--- config.mk ---
export PLATFORM = sky130hd
export DESIGN_NAME = iter_mul_flat
export DESIGN_NICKNAME = d
export VERILOG_FILES = /design/src/rtl/iter_mul_if.sv /design/src/rtl/iter_mul.sv /design/src/flat_wrapper.sv
export SDC_FILE = /design/constraint.sdc
export NUM_CORES = 1
export LEC_CHECK = 0
export ABC_AREA = 1
export BUFFER_PORTS_ARGS = -buffer_cell sky130_fd_sc_hd__buf_2
export CORE_MARGIN = 2
export CORE_UTILIZATION = 35
export CTS_CLUSTER_SIZE = 24
export DETAILED_ROUTE_END_ITERATION = 12
export GPL_TIMING_DRIVEN = 0
export PLACE_DENSITY_LB_ADDON = 0.3
export SETUP_SLACK_MARGIN = 0.1
export SLEW_MARGIN = 20
export SYNTH_ARGS = -nofsm -noshare
export SYNTH_HDL_FRONTEND = slang
export SYNTH_SLANG_ARGS = --single-unit
--- constraint.sdc ---
create_clock -name clk -period 5.5 [get_ports clk]
set_input_delay 0 -clock clk [delete_from_list [all_inputs] [get_ports clk]]
set_output_delay 0 -clock clk [all_outputs]
set_load 0.02 [all_outputs]
--- src/rtl/iter_mul_if.sv ---
// iter_mul_if -- request/response bundle for the iterative multiplier.
//   master : drives start, op, a, b; observes busy, done, result_lo,
//            result_hi, nz
//   slave  : the multiplier side of the same signals
interface iter_mul_if #(
    parameter int WIDTH = 32
);
    logic             start;
    logic [1:0]       op;
    logic [WIDTH-1:0] a;
    logic [WIDTH-1:0] b;
    logic             busy;
    logic             done;
    logic [WIDTH-1:0] result_lo;
    logic [WIDTH-1:0] result_hi;
    logic [1:0]       nz;

    modport master (
        output start, op, a, b,
        input  busy, done, result_lo, result_hi, nz
    );

    modport slave (
        input  start, op, a, b,
        output busy, done, result_lo, result_hi, nz
    );
endinterface

--- src/rtl/iter_mul.sv ---
// iter_mul -- iterative shift-add multiplier, BPC multiplier bits per cycle.
//   clk    : rising-edge clock
//   reset  : asynchronous active-low reset
//   bus    : iter_mul_if slave modport
//            start/op/a/b in; busy/done/result_lo/result_hi/nz out
//   op     : 00 MUL (low half only), 01 UMULL, 10 SMULL, 11 treated as MUL
// Operation: capture (IDLE/DONE) -> WIDTH/BPC RUN cycles -> SIGN -> DONE.
module iter_mul #(
    parameter int WIDTH = 32,
    parameter int BPC   = 1
) (
    input  logic      clk,
    input  logic      reset,
    iter_mul_if.slave bus
);
    localparam int N  = WIDTH / BPC;
    localparam int CW = $clog2(N + 1);

    typedef enum logic [1:0] {IDLE, RUN, SIGN, DONE} state_t;

    state_t             state;
    state_t             state_nx;

    logic [CW-1:0]      count;
    logic [WIDTH-1:0]   mplier;
    logic [2*WIDTH-1:0] mcand;
    logic [2*WIDTH-1:0] acc;
    logic               neg;
    logic [1:0]         op_q;
    logic [WIDTH-1:0]   res_lo;
    logic [WIDTH-1:0]   res_hi;
    logic [1:0]         nz_q;

    logic               smull;
    logic               is_mul;
    logic [WIDTH-1:0]   a_mag;
    logic [WIDTH-1:0]   b_mag;
    logic [2*WIDTH-1:0] partial;
    logic [2*WIDTH-1:0] acc_final;
    logic [WIDTH-1:0]   fin_lo;
    logic [WIDTH-1:0]   fin_hi;

    // Operand magnitudes for SMULL; -2^(WIDTH-1) maps to 2^(WIDTH-1), which
    // is representable as an unsigned WIDTH-bit value.
    always_comb begin
        smull = (bus.op == 2'b10);
        a_mag = (smull && bus.a[WIDTH-1]) ? -bus.a : bus.a;
        b_mag = (smull && bus.b[WIDTH-1]) ? -bus.b : bus.b;
    end

    // mcand is pre-shifted to the weight of mplier[0], so each RUN cycle only
    // needs the BPC-bit digit product.
    always_comb begin
        partial = '0;
        for (int unsigned i = 0; i < BPC; i++) begin
            if (mplier[i]) begin
                partial = partial + (mcand << i);
            end
        end
    end

    always_comb begin
        is_mul    = (op_q[1] == op_q[0]);
        acc_final = neg ? -acc : acc;
        fin_lo    = acc_final[WIDTH-1:0];
        fin_hi    = is_mul ? '0 : acc_final[2*WIDTH-1:WIDTH];
    end

    always_ff @(posedge clk or negedge reset) begin
        if (!reset) begin
            state <= IDLE;
        end else begin
            state <= state_nx;
        end
    end

    always_comb begin
        state_nx = state;
        case (state)
            IDLE, DONE: state_nx = bus.start ? RUN : IDLE;
            RUN:        if (count == CW'(1)) state_nx = SIGN;
            SIGN:       state_nx = DONE;
            default:    state_nx = IDLE;
        endcase
    end

    always_ff @(posedge clk or negedge reset) begin
        if (!reset) begin
            count  <= '0;
            mplier <= '0;
            mcand  <= '0;
            acc    <= '0;
            neg    <= 1'b0;
            op_q   <= '0;
            res_lo <= '0;
            res_hi <= '0;
            nz_q   <= '0;
        end else begin
            case (state)
                IDLE, DONE: begin
                    if (bus.start) begin
                        op_q   <= bus.op;
                        mcand  <= (2*WIDTH)'(a_mag);
                        mplier <= b_mag;
                        neg    <= smull && (bus.a[WIDTH-1] ^ bus.b[WIDTH-1]);
                        count  <= CW'(N);
                        acc    <= '0;
                    end
                end
                RUN: begin
                    acc    <= acc + partial;
                    mcand  <= mcand << BPC;
                    mplier <= mplier >> BPC;
                    count  <= count - CW'(1);
                end
                SIGN: begin
                    // Sign fix-up and result registration share this edge so
                    // the outputs change exactly when DONE is entered.
                    acc    <= acc_final;
                    res_lo <= fin_lo;
                    res_hi <= fin_hi;
                    nz_q   <= is_mul ? {fin_lo[WIDTH-1], fin_lo == '0}
                                     : {fin_hi[WIDTH-1], acc_final == '0};
                end
                default: ;
            endcase
        end
    end

    assign bus.busy      = (state == RUN) || (state == SIGN);
    assign bus.done      = (state == DONE);
    assign bus.result_lo = res_lo;
    assign bus.result_hi = res_hi;
    assign bus.nz        = nz_q;
endmodule

--- src/flat_wrapper.sv ---
// flat-port wrapper written by rule: the top's interface ports become plain ports
module iter_mul_flat 
#(
    parameter int WIDTH = 32,
    parameter int BPC   = 1
)
  (clk, reset, bus_start, bus_op, bus_a, bus_b, bus_busy, bus_done, bus_result_lo, bus_result_hi, bus_nz);
  iter_mul_if #(.WIDTH(WIDTH)) bus_i ();
  input  logic clk;
  input  logic reset;
  input wire logic [$bits(bus_i.start)-1:0] bus_start;
  input wire logic [$bits(bus_i.op)-1:0] bus_op;
  input wire logic [$bits(bus_i.a)-1:0] bus_a;
  input wire logic [$bits(bus_i.b)-1:0] bus_b;
  output wire logic [$bits(bus_i.busy)-1:0] bus_busy;
  output wire logic [$bits(bus_i.done)-1:0] bus_done;
  output wire logic [$bits(bus_i.result_lo)-1:0] bus_result_lo;
  output wire logic [$bits(bus_i.result_hi)-1:0] bus_result_hi;
  output wire logic [$bits(bus_i.nz)-1:0] bus_nz;
  assign bus_i.start = bus_start;
  assign bus_i.op = bus_op;
  assign bus_i.a = bus_a;
  assign bus_i.b = bus_b;
  assign bus_busy = bus_i.busy;
  assign bus_done = bus_i.done;
  assign bus_result_lo = bus_i.result_lo;
  assign bus_result_hi = bus_i.result_hi;
  assign bus_nz = bus_i.nz;
  iter_mul #(.WIDTH(WIDTH), .BPC(BPC)) u_core (.clk(clk), .reset(reset), .bus(bus_i));
endmodule
* After elaboration in Yosys (flattened, before gate mapping) *
Cells that the tools add are included.

storage, ports and cells
  flip-flop bits (word level) = 237
  input bits = 69
  output and inout port bits = 68

cells by class
  bitwise logic cells = 1
  $add $sub $neg = 5
  equal/unequal tests = 8
  reductions and logical operators = 11
  multiplexer cells = 17

operators with widths
  operator               number
  $mux W64               4
  $pmux W64 S3           1
  $mux W32               4
  $pmux W64 S2           1
  $add A64 B64 Y64       1
  $logic_not A64 Y1      1
  $neg A32 Y32           2
  $neg A64 Y64           1
  $pmux W32 S2           1
  $logic_not A32 Y1      1
  $pmux W6 S2            1
  $eq A2 B2 Y1 const B   3
  $eq A6 B1 Y1 const B   1
  $mux W6                1
  $pmux W2 S3            1
  $sub A6 B1 Y6 const B  1
  $mux W2                2
  $reduce_and A2 Y1      2
  $logic_and A1 B1 Y1    3
  $eq A2 B1 Y1 const B   1
  $logic_not A2 Y1       1
  $ne A2 B1 Y1 const B   1
  $ne A2 B2 Y1 const B   1
  $reduce_bool A2 Y1     1
  5 further kinds        5

* Longest topological paths before layout *
  word-level depth = 5
  gate-level depth with buffers = 22
  mapped depth without buffers = 21

* Worst setup path before layout *
Ideal clock, no wire load.

  kind = register to register
  start = register u_core.mplier[0]
  end = register u_core.acc[50]
  path buffers = 1
  period minus slack after synthesis = 2.621 ns
  library setup time = 0.119 ns
  required time = 5.381 ns
  slack = 2.879 ns
  arrival = 2.502 ns
  cell stages (with the launch flop) = 23
  cell sequence = dfrtp_1 > clkbuf_1 > nand2_1 > inv_1 > ha_1 > inv_1 > fa_1 > inv_1 > nand2_1 > a21oi_1 > a21oi_1 > inv_1 > nand2_1 > nand2_1 > nand2_1 > nand2_1 > nand3b_1 > nand2_1 > nand2_1 > nand3_1 > nand2_1 > nand2_1 > nand2_1

on the way
  word-level cells in the longest chain between the ends = 3

RTL lines
  element                 RTL line         source
  start, declared         iter_mul.sv:25   logic [WIDTH-1:0] mplier;
  start signal, assigned  iter_mul.sv:104  mplier <= b_mag;
  start signal, assigned  iter_mul.sv:113  mplier <= mplier >> BPC;
  $mux W64                iter_mul.sv:56   if (mplier[i]) begin
  $add A64 B64 Y64        iter_mul.sv:111  acc <= acc + partial;
  $pmux W64 S3            iter_mul.sv:99   case (state)
  end signal, assigned    iter_mul.sv:111
  end signal, assigned    iter_mul.sv:119  acc <= acc_final;
  end, declared           iter_mul.sv:27   logic [2*WIDTH-1:0] acc;

Every way passes these cells.
A chain may end at the register's enable or synchronous reset.

* Final worst setup path *
  start = register u_core.mplier[0]
  end = register u_core.acc[63]

Same word-level chain as after synthesis.

==> run summary <==
## Outcome
* **status** finished, final reports clean

## Global routing
* **most utilized layer in the global route result** met2
* **vias in the first global route** 20,000
* **antenna violations before repair** 0
* **fraction of met3 tracks used by global routing** 2.86%
* **met2 usage** 43.7%
* **overall global routing resource usage** 27.0%
* **maximum number of pins on one net before global-route repair** 95
* **wire length of the first global-routing pass** 117,000 microns
* **GRT overflow** 0
* **global routing met1 resource utilization** 36.9%

## Final layout
* **fill cell total of the finished layout** 5,793
* **commonest non-fill, non-tap cell in the layout** sky130_fd_sc_hd__nand2_1
* **area overhead of the layout relative to synthesis** 18.7%
* **fraction of final layout cells sized beyond drive strength 1** 7.56%
* **number of nets in the layout** 3,479
* **post-route cell area** 0.0227 sq mm
* **top library cells by usage in the layout, fill and taps aside** 1,011 x sky130_fd_sc_hd__nand2_1, 400 x sky130_fd_sc_hd__inv_1, 397 x sky130_fd_sc_hd__nor2_1
* **final antenna diode count** 0

## Synthesis
* **number of synthesis warnings** 0
* **FFs w/ async S/R, synth** 100%
* **cell count after synthesis** 3,078
* **count of flip-flops with a built-in enable after synthesis** 0
* **Synth Register Bits** 237
* **register area share after synthesis** 31.0%
* **syn nets** 3,220
* **number of distinct library cell variants in the gate-level netlist after synthesis** 47
* **most frequently used flop master after synthesis** sky130_fd_sc_hd__dfrtp_1
* **netlist area before placement** 0.0191 sq mm
* **per-instance average area after synthesis** 6.21 sq um

## Pwr
* **pwr dens** 603 mW/mm^2
* **leakage power of the design** 12.0 nW
* **share of total power in the clock network** 15.4%
* **Worst VDD drop** 0.253 mV
* **sw frac** 55.5%
* **Sequential Power Share** 21.5%
* **share of total power in combinational logic** 63.1%
* **switching power of the nets** 7.59 mW
* **power consumption** 13.7 mW
* **internal power** 6.09 mW

## Routing
* **total vias in the final route** 21,000
* **detailed-route vias per instance** 5.19
* **number of DRC markers in iteration 0** 1,861
* **Initial DRT Pass Iterations** 6
* **wire length after detailed routing** 76,400 microns
* **post-route ant nets** 0
* **total DRC errors in the routed layout** 0
* **routed length per instance** 18.8 microns

## Timing
* **post-route minimum period** 4.07 ns
* **final hold vios** 0
* **clk_skew** 0.0272 ns
* **count of final max-slew check failures** 0
* **final critical-path setup slack** 1.43 ns
* **max-slew headroom at the worst pin** 30.3%
* **slew at the pin with the worst max-slew slack** 1.04 ns
* **FMAX** 246 MHz
* **final worst path period share** 74.0%
* **setup repair after global routing missed its margin** false
* **Setup TNS** 0 ns
* **# setup viols final** 0

## Clock network
* **clock tree from TritonCTS** built
* **clock buffer count from CTS** 29
* **clock buffer depth** 3
* **Sink Count** 237
* **Clock Latency Late Sink** 0.61 ns
* **buffer cell driving the clock tree root** sky130_fd_sc_hd__clkbuf_16
* **Clock Pin Slew Worst Setup and Hold Paths** 0.06 ns
* **# H-tree levels** 1
* **number of setup buffers added after CTS** 0

## Setup path
* **crit path capture type** flip-flop
* **Critical Path RT** 5.97 ns
* **data arrival time of the critical path** 4.55 ns
* **number of cells traversed by the worst register-to-register path** 16
* **end of the worst register-to-register path** u_core.acc[63]
* **crit-path max FO** 10
* **CP Class** reg2reg
* **kind of start point of the critical path** flip-flop
* **CP peak stage delay** 0.60 ns
* **highest-delay cell along the critical path** sky130_fd_sc_hd__clkbuf_1
* **count of buffer and inverter cells on the critical path** 5
* **Crit Reg-Reg Startpoint** u_core.mplier[0]
* **setup slack of the most critical reg-to-reg path** 1.43 ns
* **cells traversed along the worst timing path** clkbuf_1, clkbuf_1, nand2_1, inv_1, ha_1, inv_1, o21ai_0, a31oi_1, o21ai_0, nor2_1, inv_1, a21oi_1, nand2_1, or2_2, nand3_1, nand2_1
* **Worst path top cell family by delay** buffers and inverters
* **Worst setup startpoint** u_core.mplier[0]

## Placement
* **routability cong.** 1.01
* **HPWL after DPL** 61,800 microns
* **placed instance area** 0.0207 sq mm
* **worst setup slack after placement** 1.48 ns
* **buffers added on ports** 136

## Hold path
* **worst hold path endpoint** u_core.count[3]
* **origin of the worst min-delay path** bus_start
* **hold-critical path depth** 4
* **min-delay worst type** in2reg

## Die
* **die area** 0.0565 sq mm
* **placement row count** 85
* **starting density of the core** 35.4%
* **die boundary height** 238 microns
* **placeable core area** 0.0539 sq mm
* **width of the die** 238 microns
* **I/O pin count** 137

## Flow run
* **max-cap violations** 0

## repair_timing
action,4_1_cts,5_1_grt
hold buffers,90,0
endpoints found under the hold margin,210,0
setup endpoints to repair,0,0
gates resized for setup,0,0
## registers in the layout, summed over array words and instances, names as in the netlist
name,flops
u_core.acc,64
u_core.mcand,64
u_core.bus.result_hi,32
u_core.bus.result_lo,32
u_core.mplier,32
u_core.count,6
u_core.bus.nz,2
u_core.op_q,2
u_core.state,2
u_core.neg,1
## cells by family after synthesis
logic type | Yosys count | synth area share [%]
and+or+nand+nor | 1662 | 35.3
AOI/OAI and AO/OA | 541 | 15.9
buffers and inverters | 495 | 9.80
DFF | 237 | 31.0
adders and majority gates | 73 | 4.82
xor gates and xnor gates | 70 | 3.21
## synth_stat cells, types with 5 or more instances
master / number / area (sq um)
sky130_fd_sc_hd__a21o_1: 8 / 60.1
sky130_fd_sc_hd__a21oi_1: 168 / 841
sky130_fd_sc_hd__a22o_1: 8 / 70.1
sky130_fd_sc_hd__a31oi_1: 7 / 43.8
sky130_fd_sc_hd__buf_1: 14 / 52.6
sky130_fd_sc_hd__buf_2: 11 / 55.1
sky130_fd_sc_hd__clkbuf_1: 64 / 240
sky130_fd_sc_hd__dfrtp_1: 237 / 5930
sky130_fd_sc_hd__ha_1: 72 / 901
sky130_fd_sc_hd__inv_1: 400 / 1500
sky130_fd_sc_hd__nand2_1: 1011 / 3790
sky130_fd_sc_hd__nand2_2: 7 / 43.8
sky130_fd_sc_hd__nand3_1: 137 / 686
sky130_fd_sc_hd__nand3b_1: 15 / 113
sky130_fd_sc_hd__nand4_1: 20 / 125
sky130_fd_sc_hd__nor2_1: 397 / 1490
sky130_fd_sc_hd__nor2_2: 8 / 50.1
sky130_fd_sc_hd__nor3_1: 26 / 130
sky130_fd_sc_hd__nor4_1: 8 / 50.1
sky130_fd_sc_hd__o211ai_1: 18 / 135
sky130_fd_sc_hd__o21ai_0: 240 / 1200
sky130_fd_sc_hd__o21ai_1: 5 / 25.0
sky130_fd_sc_hd__o21ai_2: 5 / 43.8
sky130_fd_sc_hd__o21bai_1: 16 / 120
sky130_fd_sc_hd__o221ai_1: 15 / 131
sky130_fd_sc_hd__o22ai_1: 36 / 225
sky130_fd_sc_hd__o31ai_1: 5 / 37.5
sky130_fd_sc_hd__or2_2: 17 / 106
sky130_fd_sc_hd__xnor2_1: 18 / 158
sky130_fd_sc_hd__xor2_1: 52 / 455
## power by group through the flow
stage	clock network, mW	registers [mW]	logic [mW]
2_1_floorplan	0	2.93	5.44
3_5_place_dp	0	2.95	8.33
3_3_place_gp	0	2.94	8.30
6_report	2.11	2.94	8.62
5_1_grt	2.21	3.01	9.54
4_1_cts	2.14	2.92	8.48
## metrics by stage
stage	util, %	hold WS (ns)	instances
after CTS	42.1	0.0850	4054
after global placement	38.3	0.216	3910
after detailed placement	38.4	-0.0610	3912
after global routing	42.1	0.149	4054
after floorplan	-	-0.296	3078
final	42.1	0.127	4054
## worst max path at each step
stage | to | cells past startpoint
after CTS | u_core.acc[63] | 16
after global placement | u_core.mplier[10] | 1
final | u_core.acc[63] | 16
after detailed placement | u_core.acc[63] | 16
after global routing | u_core.acc[63] | 16
after floorplan | u_core.acc[50] | 22
## area by class of cell
| type | count | area [sq um] | share of cell area (%) |
|---|---|---|---|
| inverter | 406 | 1520 | 6.72 |
| sequential | 237 | 5930 | 26.1 |
| clock buffer | 34 | 785 | 3.46 |
| tap | 696 | 871 | 3.84 |
| multi-input combinational | 2346 | 11300 | 49.9 |
| buffer | 89 | 348 | 1.53 |
| timing repair buffer | 228 | 1660 | 7.34 |
| clock inverter | 18 | 251 | 1.11 |
## worst reg2reg max path, stage by stage, from the launching register on
cell and delay [ns]:
sky130_fd_sc_hd__dfrtp_1 0.34, sky130_fd_sc_hd__clkbuf_1 0.60, sky130_fd_sc_hd__clkbuf_1 0.52, sky130_fd_sc_hd__nand2_1 0.11, sky130_fd_sc_hd__inv_1 0.08, sky130_fd_sc_hd__ha_1 0.29
sky130_fd_sc_hd__inv_1 0.10, sky130_fd_sc_hd__o21ai_0 0.16, sky130_fd_sc_hd__a31oi_1 0.33, sky130_fd_sc_hd__o21ai_0 0.19, sky130_fd_sc_hd__nor2_1 0.38, sky130_fd_sc_hd__inv_1 0.08
sky130_fd_sc_hd__a21oi_1 0.14, sky130_fd_sc_hd__nand2_1 0.10, sky130_fd_sc_hd__or2_2 0.28, sky130_fd_sc_hd__nand3_1 0.17, sky130_fd_sc_hd__nand2_1 0.07
## routing by layer
layer / vias to the layer above / wire [microns]
met2: 853 / 33800
met1: 9659 / 34100
met5: - / 0
met4: 0 / 3050
li1: 10400 / -
met3: 162 / 5490
No activity file was read; power rests on OpenSTA's default activity.
